--- config.mk ---
export PLATFORM = sky130hd
export DESIGN_NAME = wave_cmd_parser
export DESIGN_NICKNAME = d
export VERILOG_FILES = /design/src/rtl/wave_cmd_parser.sv
export SDC_FILE = /design/constraint.sdc
export NUM_CORES = 1
export LEC_CHECK = 0
export ABC_AREA = 1
export ABC_CLOCK_PERIOD_IN_PS = 1620
export CAP_MARGIN = 20
export CORE_ASPECT_RATIO = 2
export CORE_MARGIN = 1
export CORE_UTILIZATION = 58
export DETAILED_ROUTE_END_ITERATION = 8
export DONT_BUFFER_PORTS = 1
export GPL_TIMING_DRIVEN = 0
export PLACE_DENSITY = 0.75
export SYNTH_ARGS = -nofsm -noshare
export SYNTH_HDL_FRONTEND = slang
export SYNTH_SLANG_ARGS = --single-unit
--- constraint.sdc ---
create_clock -name clk -period 1.62 [get_ports clk]
set_input_delay 0.081 -clock clk [delete_from_list [all_inputs] [get_ports clk]]
set_output_delay 0.081 -clock clk [all_outputs]
set_load 0.02 [all_outputs]
--- src/rtl/wave_cmd_parser.sv ---
// Purpose : UART command-frame parser (A5 CMD D_HI D_LO CHK) driving waveform generator settings, with ACK/NAK reply.
// Latency : outputs and cfg_update change two cycles after the CHK byte strobe; first reply pulse possible that same cycle.
// Backpres: reply bytes wait while tx_busy is high; bytes arriving during execute/reply are dropped (no rx backpressure).
//
// Ports   : clk, rst (sync, active-high)
//           rx_data/new_rx_data   - received byte + one-cycle strobe
//           tx_data/new_tx_data   - reply byte + one-cycle strobe, gated by tx_busy
//           step, wave_sel, amplitude, cfg_update - generator settings and change pulse
// Options : WAVE_CMD_READBACK_EN enables command 0x04 (reply 06, step[15:8], step[7:0]).
module wave_cmd_parser #(
    parameter int          TIMEOUT_CYCLES = 500000,
    parameter logic [15:0] STEP_RESET     = 16'd1,
    parameter logic [7:0]  AMP_RESET      = 8'd255
) (
    input  logic        clk,
    input  logic        rst,
    input  logic [7:0]  rx_data,
    input  logic        new_rx_data,
    output logic [7:0]  tx_data,
    output logic        new_tx_data,
    input  logic        tx_busy,
    output logic [15:0] step,
    output logic [1:0]  wave_sel,
    output logic [7:0]  amplitude,
    output logic        cfg_update
);

    localparam logic [2:0] S_IDLE  = 3'd0;
    localparam logic [2:0] S_CMD   = 3'd1;
    localparam logic [2:0] S_DHI   = 3'd2;
    localparam logic [2:0] S_DLO   = 3'd3;
    localparam logic [2:0] S_CHK   = 3'd4;
    localparam logic [2:0] S_EXEC  = 3'd5;
    localparam logic [2:0] S_REPLY = 3'd6;

    localparam int TW = $clog2(TIMEOUT_CYCLES + 1);

    logic [2:0]    state;
    logic [7:0]    cmd_q, dhi_q, dlo_q, chk_q;
    logic [TW-1:0] to_cnt;
    logic [7:0]    reply_b0, reply_b1, reply_b2;
    logic [1:0]    reply_idx, reply_last;
    logic [7:0]    reply_byte;
    logic [7:0]    tx_hold;
    logic          gap_q;

    // Frame decode, only meaningful in S_EXEC.
    logic chk_ok, accept, wr_step, wr_wave, wr_amp, readback, changed;

    always_comb begin
        chk_ok   = ((cmd_q ^ dhi_q ^ dlo_q) == chk_q);
        accept   = 1'b0;
        wr_step  = 1'b0;
        wr_wave  = 1'b0;
        wr_amp   = 1'b0;
        readback = 1'b0;
        if (chk_ok) begin
            case (cmd_q)
                8'h01: if ({dhi_q, dlo_q} != 16'd0) begin accept = 1'b1; wr_step = 1'b1; end
                8'h02: if (dlo_q <= 8'd3) begin accept = 1'b1; wr_wave = 1'b1; end
                8'h03: begin accept = 1'b1; wr_amp = 1'b1; end
`ifdef WAVE_CMD_READBACK_EN
                8'h04: begin accept = 1'b1; readback = 1'b1; end
`endif
                default: ;
            endcase
        end
        // cfg_update only fires when a value actually moves.
        changed = (wr_step && ({dhi_q, dlo_q} != step))
               || (wr_wave && (dlo_q[1:0] != wave_sel))
               || (wr_amp  && (dlo_q != amplitude));
    end

    always_comb begin
        reply_byte = reply_b0;
        case (reply_idx)
            2'd1:    reply_byte = reply_b1;
            2'd2:    reply_byte = reply_b2;
            default: ;
        endcase
    end

    // Strobe is combinational on tx_busy so a pulse can only land in a
    // cycle where the transmitter is free; gap_q forces one idle cycle.
    assign new_tx_data = !rst && (state == S_REPLY) && !tx_busy && !gap_q;
    assign tx_data     = new_tx_data ? reply_byte : tx_hold;

    always_ff @(posedge clk) begin
        if (rst) begin
            state      <= S_IDLE;
            step       <= STEP_RESET;
            wave_sel   <= 2'd0;
            amplitude  <= AMP_RESET;
            cfg_update <= 1'b0;
            to_cnt     <= '0;
            tx_hold    <= 8'd0;
            gap_q      <= 1'b0;
            cmd_q      <= 8'd0;
            dhi_q      <= 8'd0;
            dlo_q      <= 8'd0;
            chk_q      <= 8'd0;
            reply_b0   <= 8'd0;
            reply_b1   <= 8'd0;
            reply_b2   <= 8'd0;
            reply_idx  <= 2'd0;
            reply_last <= 2'd0;
        end else begin
            cfg_update <= 1'b0;
            gap_q      <= new_tx_data;
            case (state)
                S_IDLE: begin
                    to_cnt <= '0;
                    if (new_rx_data && rx_data == 8'hA5)
                        state <= S_CMD;
                end
                S_CMD, S_DHI, S_DLO, S_CHK: begin
                    // A byte strobe takes priority over timeout expiry.
                    if (new_rx_data) begin
                        to_cnt <= '0;
                        case (state)
                            S_CMD:   cmd_q <= rx_data;
                            S_DHI:   dhi_q <= rx_data;
                            S_DLO:   dlo_q <= rx_data;
                            default: chk_q <= rx_data;
                        endcase
                        state <= state + 3'd1;
                    end else if (to_cnt == TW'(TIMEOUT_CYCLES - 1)) begin
                        to_cnt <= '0;
                        state  <= S_IDLE;
                    end else begin
                        to_cnt <= to_cnt + 1'b1;
                    end
                end
                S_EXEC: begin
                    if (wr_step) step      <= {dhi_q, dlo_q};
                    if (wr_wave) wave_sel  <= dlo_q[1:0];
                    if (wr_amp)  amplitude <= dlo_q;
                    cfg_update <= changed;
                    reply_b0   <= accept ? 8'h06 : 8'h15;
                    reply_b1   <= step[15:8];
                    reply_b2   <= step[7:0];
                    reply_last <= readback ? 2'd2 : 2'd0;
                    reply_idx  <= 2'd0;
                    state      <= S_REPLY;
                end
                S_REPLY: begin
                    if (new_tx_data) begin
                        tx_hold <= reply_byte;
                        if (reply_idx == reply_last)
                            state <= S_IDLE;
                        else
                            reply_idx <= reply_idx + 2'd1;
                    end
                end
                default: state <= S_IDLE;
            endcase
        end
    end

endmodule

==> impl_metrics.toml <==
[synthesis]
ys_ff_latch = 111
synth_area_mm2 = 0.00584
yosys.area.top_type = "dfxtp_1"
syn_area_per_cell_um2 = 6.67
ys_seq_area_share_pct = 38.0
synthArstFlopShare_pct = 0
synth_fp_nets = 897
synth.distinct_cells = 34
ys_warn_count = 0
synthFlopType = "dfxtp_1"
synth.top_cell.area_share_pct = 38.0
ys_top_cells_by_area = "dfxtp_1 (38%), nand2_1 (14%), nor2_1 (7.8%)"
synth_cells = 876
synth_edf_count = 0

[placed_design]
place_hpwl_um = 13300
io_buffers = 0
place_area_mm2 = 0.00606
dp_worst_setup_slack_ns = -0.471
place.gp.congestion = 0.949

[global_route]
grt_pass1_vias = 6295
grt_max_degree = 18
groute.usage.overall_pct = 40.5
antenna_found_initial = 0
grt_pass1_wl_um = 31200
grt_overflow = 0

[timing]
rsz0062_at_grt = "yes"
clock_skew_ns = 0.00648
hold_viol = 1
maxSlewViolCount = 0
fin_setup_tns_ns = -17.41
tightest_slew_ns = 0.718
period_share_pct = 122
whs_ns = -0.00649
max_freq_mhz = 506
setup_violations = 92
period_needed_ns = 1.98
layout_setup_ws_ns = -0.357
slew-limit-headroom_pct = 52.1

[detailed_routing]
wirelength_um = 22300
drc = 0
drt_iter0_markers = 658
ant_nets = 0
viasPerCell = 5.98
vias = 6547
wl_per_cell_um = 20.3
drt-pass1-iter-count = 6

[cts]
htree_levels = 3
clock-sinks = 111
clockBufferDepth = 2
cts_buffers = 9
clk-insertion-delay-late_ns = 0.36
cts_tree = "built"
root_buffer = "clkbuf_16"
cts.clk_slew.worst_paths_ns = 0.07

[setup_path]
r2r_start = "state[0]$_SDFFE_PP0P_"
crit_chain = "clkinv_4, buf_4, ha_4, inv_4, nand2_4, o21ai_4, nand2_4, inv_4, nor2_2, nand2_2, nand4_1, nand2_1, nand2_1, nor2_1"
crit_family = "simple AND/OR/NAND/NOR gates"
critPathMaxStageDelay_ns = 0.38
cp-end-kind = "flip-flop"
crit_type = "reg -> reg"
r2r_cells = 14
reg2reg_to = "state[1]$_SDFFE_PP0P_"
crit_path_max_fanout = 5
r2r_setup_slack_ns = -0.36
crit_path_top_delay_cell = "dfxtp_4"
start_kind = "flip-flop"
worst-path-buf-inv = 4
required_ns = 1.91
crit_arrival_ns = 2.27

[pwr]
p_total_mw = 10.7
power.leakage_nw = 3.53
power_density_mw_per_mm2 = 1340
ir_drop_mv = 0.891

[floorplanning]
initial_core_util_pct = 59.8
ios = 48
num_rows = 51
die_h_um = 144
die_w_um = 73.0
core_mm2 = 0.00976
die_area_mm2 = 0.0105

[cells_and_area]
final_common_cell = "nand2_1"
n_antenna_cell = 0
area.growth.synth_to_final_pct = 36.4
layout-drive-gt1-share_pct = 30.0
nets = 980
utilization_pct = 81.6
layout_common_cells = "nand2_1 (187), inv_1 (93), nor2_1 (88), dfxtp_1 (88), a21oi_1 (61)"
fin_area_mm2 = 0.00797

[min_path]
whs_endpoint = "dlo_q[6]$_SDFFE_PP0P_"
holdPathStages = 3
hp-class = "in -> reg"
min_from = "new_rx_data"

[status]
violations = "negative hold slack, negative setup slack"
status = "finished with violations"

[flow_run]
cap_violations = 0
==> through the flow <==
stage          hold WS, ns  instances
6_report          -0.00649       1095
3_3_place_gp         0.242       1008
2_1_floorplan        0.229        876
3_5_place_dp         0.250       1008
5_1_grt             0.0166       1095
4_1_cts          0.0000206       1072
==> cell usage after synthesis, types with 2 or more instances <==
cell type	count
a211oi_1	3
dfxtp_1	111
nor3_1	6
nand4_4	3
nor2_2	4
o22ai_1	2
nand2_2	6
xnor2_1	15
ha_1	9
o21ai_1	2
nor3b_1	2
nand4_1	17
a22o_1	4
clkbuf_8	2
nor2_1	122
xor2_1	12
inv_2	10
nand2_1	218
a21oi_1	69
buf_2	7
nand3_1	39
o21ai_0	69
buf_6	6
inv_1	115
clkbuf_1	13
nor2_8	2
==> state kept, by name (all words and copies together), names as in the netlist <==
register / count
cmd_q: 8
wave_sel: 2
reply_b1: 8
tx_hold: 8
dlo_q: 8
dhi_q: 8
cfg_update: 1
amplitude: 8
step: 16
state: 3
chk_q: 8
reply_b0: 3
reply_idx: 2
gap_q: 1
reply_b2: 8
to_cnt: 19
==> metal layers <==
| layer | global-route usage, % | vias to the layer above | share of wire [%] |
|---|---|---|---|
| met1 | 34.8 | 2997 | 30 |
| li1 | - | 2935 | - |
| met5 | 0 | - | 0 |
| met4 | 35.1 | 0 | 11 |
| met2 | 72.3 | 429 | 51 |
| met3 | 13.1 | 186 | 8.3 |
==> cell type report <==
class / instances / area, µm²
multi-input cells: 611 / 3670
flip-flops and latches: 111 / 2280
fillers: 612 / 1800
repair buffers: 73 / 759
inverters: 125 / 523
plain buffers: 28 / 272
clock buffers: 10 / 239
well taps: 132 / 165
clock inverters: 5 / 57.6
==> worst reg2reg max path, delay by kind of cell (launching register included) <==
kind / cells / cell delay (ns)
simple gates: 8 / 0.92
flops: 1 / 0.38
buf+inv: 4 / 0.38
fa+ha+maj: 1 / 0.16
compound gates: 1 / 0.08
==> power by group <==
part	internal, mW	total [mW]	switching, mW
combinational	2.12	4.98	2.86
clock	1.24	2.31	1.07
sequential	3.05	3.42	0.376
total	6.41	10.7	4.31
==> worst max-delay path by stage <==
stage | from | to | slack (ns) | cells after the start
after floorplan | state[0]$_SDFFE_PP0P_ | tx_data[0] | 0.02 | 10
after global placement | state[1]$_SDFFE_PP0P_ | reply_b2[6]$_SDFFE_PP0P_ | -0.42 | 7
after detailed placement | state[1]$_SDFFE_PP0P_ | reply_b1[1]$_SDFFE_PP0P_ | -0.47 | 7
after CTS | state[0]$_SDFFE_PP0P_ | tx_data[2] | -0.22 | 8
after global routing | state[0]$_SDFFE_PP0P_ | state[1]$_SDFFE_PP0P_ | -0.41 | 14
final | state[0]$_SDFFE_PP0P_ | state[1]$_SDFFE_PP0P_ | -0.36 | 14
==> cell families after synthesis <==
family	count (synthesis)	share of synthesized area, %
compound gates	153	13.8
xor+xnor	27	4.05
fa+ha+maj	9	1.93
simple gates	422	31.0
buf+inv	154	11.2
flops	111	38.0
==> repair_timing <==
| item | 4_1_cts | 5_1_grt |
|---|---|---|
| pin swaps | 29 | 49 |
| gates cloned | 4 | 1 |
| hold endpoints to repair | 33 | 0 |
| setup buffers | 37 | 24 |
| endpoints found under the setup margin | 104 | 103 |
| gates resized for setup | 150 | 150 |
| hold buffers | 9 | 0 |
Power figures use the tool's default switching activity.
